### src/rtl/chacha_stream_ctrl.sv
// Host-side initiator for a byte-serial ChaCha core: loads key/counter/nonce, then XORs keystream with plaintext.
// Define CHACHA_OUT_REG_EN to insert a one-entry output register after the XOR (default: combinational path).
module chacha_stream_ctrl #(
  parameter int LOAD_BYTES  = 48,
  parameter int BLOCK_BYTES = 64
) (
  input  logic       clk,
  input  logic       rst_n,
  input  logic       cfg_we,
  input  logic [5:0] cfg_addr,
  input  logic [7:0] cfg_data,
  input  logic       start,
  input  logic       stop,
  input  logic       in_valid,
  output logic       in_ready,
  input  logic [7:0] in_data,
  output logic       out_valid,
  input  logic       out_ready,
  output logic [7:0] out_data,
  output logic [7:0] core_data_out,
  output logic       core_write,
  output logic       core_read,
  input  logic       core_ready,
  input  logic [7:0] core_data_in,
  output logic       busy,
  output logic       ctr_wrap
);

  localparam logic [5:0] LAST_LOAD = 6'(LOAD_BYTES - 1);
  localparam logic [5:0] LAST_RD   = 6'(BLOCK_BYTES - 1);

  typedef enum logic [1:0] {IDLE, LOAD, WAIT, STREAM} state_t;

  state_t      state_reg, state_next;
  logic [5:0]  load_idx_reg, load_idx_next;
  logic [5:0]  rd_idx_reg, rd_idx_next;
  logic [7:0]  key_reg [32];
  logic [7:0]  nonce_reg [12];
  logic [31:0] ctr_reg;
  logic        ctr_wrap_reg;
  logic        ctr_inc;
  logic        cfg_en;
  logic        take;
  logic [7:0]  mat_byte;

`ifdef CHACHA_OUT_REG_EN
  logic        out_valid_reg;
  logic [7:0]  out_data_reg;
  logic        blk_end_reg, blk_end_next;
  logic        drain;
`endif

  assign cfg_en   = cfg_we && (state_reg == IDLE);
  assign busy     = (state_reg != IDLE);
  assign ctr_wrap = ctr_wrap_reg;

  always_ff @(posedge clk) begin
    if (!rst_n) begin
      for (int i = 0; i < 32; i++) key_reg[i] <= '0;
      for (int i = 0; i < 12; i++) nonce_reg[i] <= '0;
    end else if (cfg_en) begin
      if (!cfg_addr[5])
        key_reg[cfg_addr[4:0]] <= cfg_data;
      else if (cfg_addr >= 6'd36 && cfg_addr < 6'd48)
        nonce_reg[4'(cfg_addr - 6'd36)] <= cfg_data;
    end
  end

  // Increment happens only in STREAM and config only in IDLE, so they never collide.
  always_ff @(posedge clk) begin
    if (!rst_n) begin
      ctr_reg      <= '0;
      ctr_wrap_reg <= 1'b0;
    end else if (ctr_inc) begin
      ctr_reg <= ctr_reg + 32'd1;
      if (&ctr_reg) ctr_wrap_reg <= 1'b1;
    end else if (cfg_en && cfg_addr[5:2] == 4'd8) begin
      ctr_reg[{cfg_addr[1:0], 3'b000} +: 8] <= cfg_data;
      ctr_wrap_reg <= 1'b0;
    end
  end

  always_comb begin
    mat_byte = '0;
    if (load_idx_reg < 6'd32)
      mat_byte = key_reg[load_idx_reg[4:0]];
    else if (load_idx_reg < 6'd36)
      mat_byte = ctr_reg[{load_idx_reg[1:0], 3'b000} +: 8];
    else if (load_idx_reg < 6'd48)
      mat_byte = nonce_reg[4'(load_idx_reg - 6'd36)];
  end

  assign core_data_out = core_write ? mat_byte : 8'h00;

  always_ff @(posedge clk) begin
    if (!rst_n) begin
      state_reg    <= IDLE;
      load_idx_reg <= '0;
      rd_idx_reg   <= '0;
    end else begin
      state_reg    <= state_next;
      load_idx_reg <= load_idx_next;
      rd_idx_reg   <= rd_idx_next;
    end
  end

  always_comb begin
    state_next    = state_reg;
    load_idx_next = load_idx_reg;
    rd_idx_next   = rd_idx_reg;
    ctr_inc       = 1'b0;
    core_write    = 1'b0;
    core_read     = 1'b0;
    in_ready      = 1'b0;
    take          = 1'b0;
`ifdef CHACHA_OUT_REG_EN
    blk_end_next  = blk_end_reg;
    drain         = 1'b0;
`else
    out_valid     = 1'b0;
    out_data      = '0;
`endif
    case (state_reg)
      IDLE: begin
        if (start) state_next = LOAD;
      end
      LOAD: begin
        core_write = 1'b1;
        if (load_idx_reg == LAST_LOAD) begin
          load_idx_next = '0;
          state_next    = WAIT;
        end else begin
          load_idx_next = load_idx_reg + 6'd1;
        end
      end
      WAIT: begin
        if (stop)            state_next = IDLE;
        else if (core_ready) state_next = STREAM;
      end
      STREAM: begin
`ifdef CHACHA_OUT_REG_EN
        drain    = stop || blk_end_reg;
        in_ready = !drain && (!out_valid_reg || out_ready);
`else
        in_ready  = out_ready;
        out_valid = in_valid;
        out_data  = in_data ^ core_data_in;
`endif
        take      = in_valid && in_ready;
        core_read = take;
        if (take) begin
          if (rd_idx_reg == LAST_RD) begin
            rd_idx_next = '0;
            ctr_inc     = 1'b1;
`ifdef CHACHA_OUT_REG_EN
            blk_end_next = 1'b1;
`else
            state_next = stop ? IDLE : LOAD;
`endif
          end else begin
            rd_idx_next = rd_idx_reg + 6'd1;
          end
        end
`ifdef CHACHA_OUT_REG_EN
        // Leave only once the output register is empty so no ciphertext is stranded.
        if (drain && !out_valid_reg) begin
          state_next   = stop ? IDLE : LOAD;
          rd_idx_next  = '0;
          blk_end_next = 1'b0;
        end
`else
        if (stop) begin
          state_next  = IDLE;
          rd_idx_next = '0;
        end
`endif
      end
      default: ;
    endcase
  end

`ifdef CHACHA_OUT_REG_EN
  always_ff @(posedge clk) begin
    if (!rst_n) begin
      out_valid_reg <= 1'b0;
      out_data_reg  <= '0;
      blk_end_reg   <= 1'b0;
    end else begin
      blk_end_reg <= blk_end_next;
      if (take) begin
        out_valid_reg <= 1'b1;
        out_data_reg  <= in_data ^ core_data_in;
      end else if (out_ready) begin
        out_valid_reg <= 1'b0;
      end
    end
  end

  assign out_valid = out_valid_reg;
  assign out_data  = out_data_reg;
`endif

endmodule

### config.mk
export PLATFORM = sky130hd
export DESIGN_NAME = chacha_stream_ctrl
export DESIGN_NICKNAME = d
export VERILOG_FILES = /design/src/rtl/chacha_stream_ctrl.sv
export SDC_FILE = /design/constraint.sdc
export NUM_CORES = 1
export LEC_CHECK = 0
export ABC_AREA = 1
export CAP_MARGIN = 20
export CORE_MARGIN = 2
export CORE_UTILIZATION = 50
export DETAILED_ROUTE_END_ITERATION = 8
export PLACE_DENSITY = 0.77
export SYNTH_ARGS = -nofsm -noshare
export SYNTH_HDL_FRONTEND = slang
export SYNTH_SLANG_ARGS = --single-unit
### constraint.sdc
create_clock -name clk -period 3.5 [get_ports clk]
set_input_delay 0.35 -clock clk [delete_from_list [all_inputs] [get_ports clk]]
set_output_delay 0.35 -clock clk [all_outputs]
set_load 0.005 [all_outputs]
==> results.tsv <==
stage	metric	value	unit
pwr	PwrDens	535	mW/mm²
routing	drt first pass iters	6	
die	die area	0.0461	mm²
sta	crit share post-route	0.989	
run	Max-cap violations	0	
pwr	Int Power	9.36	mW
clocking	H-tree levels	2	
clocking	clk sink count	436	
die	CORE AREA	0.0440	mm²
yosys	Seq cells post-synth	436	
routing	WL/cell	18.8	µm
die	Initial Util	0.504	
global_route	largest net degree at the start of global routing	129	
pwr	Overall Power	13.4	mW
clocking	TritonCTS clock tree	yes	
placement	Port Buffers	59	
die	Chip Height	215	µm
setup_path	crit path capture type	output pin	
placement	Post-DP HPWL	40.2	mm
die	die width	215	µm
sta	Final WS setup	0.0390	ns
die	I/O pin total	60	
setup_path	CP Launch Type	flip-flop	
pwr	sw frac	0.300	
setup_path	worst reg2reg path depth	6	
pwr	Pleak	10.5	nW
placement	Cells after DPL	3176	
sta	final slew viol count	0	
finish	area delta synth->final	12.6	%
sta	final setup vio count	0	
sta	actual slew at the worst max-slew pin	0.806	ns
sta	f_max	289	MHz
yosys	Post-Synthesis Cells	2593	
placement	placed inst area	0.0235	mm²
sta	Slew headroom	0.463	
yosys	distinct cell type count of the synthesized netlist	42	
global_route	all-layer global routing usage	0.263	
sta	TNS Setup	0	ns
sta	Min Hold Slack	0.411	ns
die	row count	77	
pwr	net switching power	4.01	mW
sta	final hold vios	0	
run_status	outcome	completed	
sta	Tmin final	3.46	ns
setup_path	Worst Path Max Fanout	45	
finish	layout cells sized above 1	0.0716	
pwr	Peak VDD IR	0.000389	V
finish	max reg flops	256	
placement	RD Place Congestion	0.963	
finish	final net count	2681	
clocking	post-CTS setup buffers	0	
routing	routed vias	18500	
clocking	Post-CTS Hold Buffers	0	
sta	RSZ-0062 raised after global routing	no	
setup_path	WP data arrival	3.11	ns
yosys	Post-Syn Area	0.0222	mm²
placement	Post-Place Setup Slack	0.370	ns
min_path	worst hold-check path type	in2reg	
global_route	number of antenna violations at the first check in global routing	1	
routing	Initial DRC Count	2504	
finish	Final Cell Area	0.0250	mm²
pwr	Seq pwr share	0.443	
setup_path	Required @ worst endpoint	3.15	ns
yosys	ys flop type	edfxtp_1	
yosys	post-synthesis async set-or-reset flop share	0	
yosys	Seq/Total Area, Yosys	0.566	
clocking	CTS Buffer Depth	3	
yosys	Avg Cell Area, Syn	8.56	µm²
setup_path	Setup CP Type	reg2out	
setup_path	r2r setup slk	0.97	ns
routing	# DRC	0	
routing	Detail Route Antenna Nets	0	
yosys	synthesis warning total	0	
finish	Post-Layout Cell Count	3261	
pwr	clock share of power	0.356	
min_path	Hold Path Depth	4	
clocking	Reg clk slew, reported paths	0.06	ns
global_route	grt ovf	0	
clocking	worst skew pair latency	0.59	ns
finish	fin util	0.568	
pwr	combinational fraction of design power	0.200	
routing	final wirelength	61.3	mm
clocking	root buffer cell	clkbuf_16	
global_route	vias in the first global route	17300	
global_route	first-pass GRT wire length	94.8	mm
sta	Layout Skew	0.0164	ns
routing	vias per cell	5.66	
yosys	Post-synth EDFFs	384	
clocking	CTS Buf Count	45	
## synth_stat cells, drive strengths merged, types with 5 or more instances
master	number	area share
inv	204	0.034
xnor2	10	0.0039
ha	11	0.0062
nand2	723	0.13
nand4	11	0.0034
edfxtp	384	0.52
nor2	488	0.089
a21oi	42	0.0095
clkbuf	79	0.013
nor3b	5	0.0017
xor2	5	0.0020
nor3	14	0.0034
dfxtp	52	0.047
clkinv	10	0.0017
buf	61	0.014
o21ai	61	0.014
nand3	412	0.10
## routing by layer
metal  wire [µm]  up-vias  GRT usage  share of wire
li1            -     8551          -              -
met1       23300     8590      0.354           0.38
met2       28300     1137      0.422           0.46
met3        7040      194     0.0432           0.11
met4        2650        0      0.113          0.043
met5           0        -          0              0
## power by group through the flow
stage               Combinational [mW]  Clock, mW  Sequential (mW)
finish                            2.68       4.77             5.93
CTS                               2.58       4.80             5.92
detailed placement                2.57          0             6.03
global route                      2.91       5.01             5.94
floorplan                         1.69          0             6.00
global placement                  2.53          0             6.02
## cell usage in the layout, fill, tap and decap left out, types with 3 or more instances in the layout
cell and count:
nand2_1 689, nor2_1 466, nand3_1 400, edfxtp_1 384, inv_1 194, o21ai_0 59
clkdlybuf4s50_1 58, dfxtp_1 49, clkbuf_16 46, a21oi_1 42, conb_1 32, buf_4 27
nand2_4 24, clkinv_1 16, clkbuf_1 15, nor3_1 13, nand3_4 12, xnor2_1 10
nor2_4 10, nand2_2 10, nand4_1 10, ha_1 10, buf_12 10, nor2_2 9
inv_2 8, nor3b_1 5, xor2_1 5, o211ai_1 4, a31oi_1 4, bufinv_16 4
clkinv_2 4, nor2_8 3, a211oi_1 3, o21a_1 3, inv_6 3, clkbuf_8 3
buf_6 3
## critical path: stages (launching register included)
cell and delay, ns:
dfxtp_4 0.39, clkinv_4 0.22, buf_12 0.25, nand2_1 0.08, nand3_1 0.09, nand3_1 0.13
nand3_1 0.13, nand2_1 0.07, nor2_1 0.19, nor2_1 0.08, nor2_1 0.28, clkdlybuf4s50_1 0.57
## cell type report
type                       instances  area, µm²
clock inverter                    20        224
clock buffer                      63       1220
timing repair buffer             101       1070
tap                              592        741
sequential                       436      12600
inverter                         214        811
multi-input combinational       1834       8360
fill                            3745      19000
antenna                            1       2.50
## worst paths after layout
kind,start,end
setup / recovery,flip-flop,core_data_out[3]
hold / removal,rst_n,flip-flop
setup reg to reg,state_reg[1],nonce_reg[3][7]
hold reg to reg,rd_idx_reg[5],rd_idx_reg[5]
## timing repair
item / CTS / global route
gates cloned: 0 / 1
resized for setup: 3 / 8
setup endpoints to repair: 5 / 8
## kinds of logic (layout without fill, tap and decap cells)
| logic type | after synthesis | after routing | share of synthesized area |
|---|---|---|---|
| xor gates and xnor gates | 15 | 15 | 0.00592 |
| and+or+nand+nor | 1657 | 1657 | 0.329 |
| buffers and inverters | 354 | 398 | 0.0636 |
| other | 1 | 33 | 0.000169 |
| adders and majority gates | 11 | 11 | 0.00620 |
| DFF | 436 | 436 | 0.566 |
| AOI/OAI and AO/OA | 119 | 119 | 0.0286 |
(Power assumes the default switching activity.)
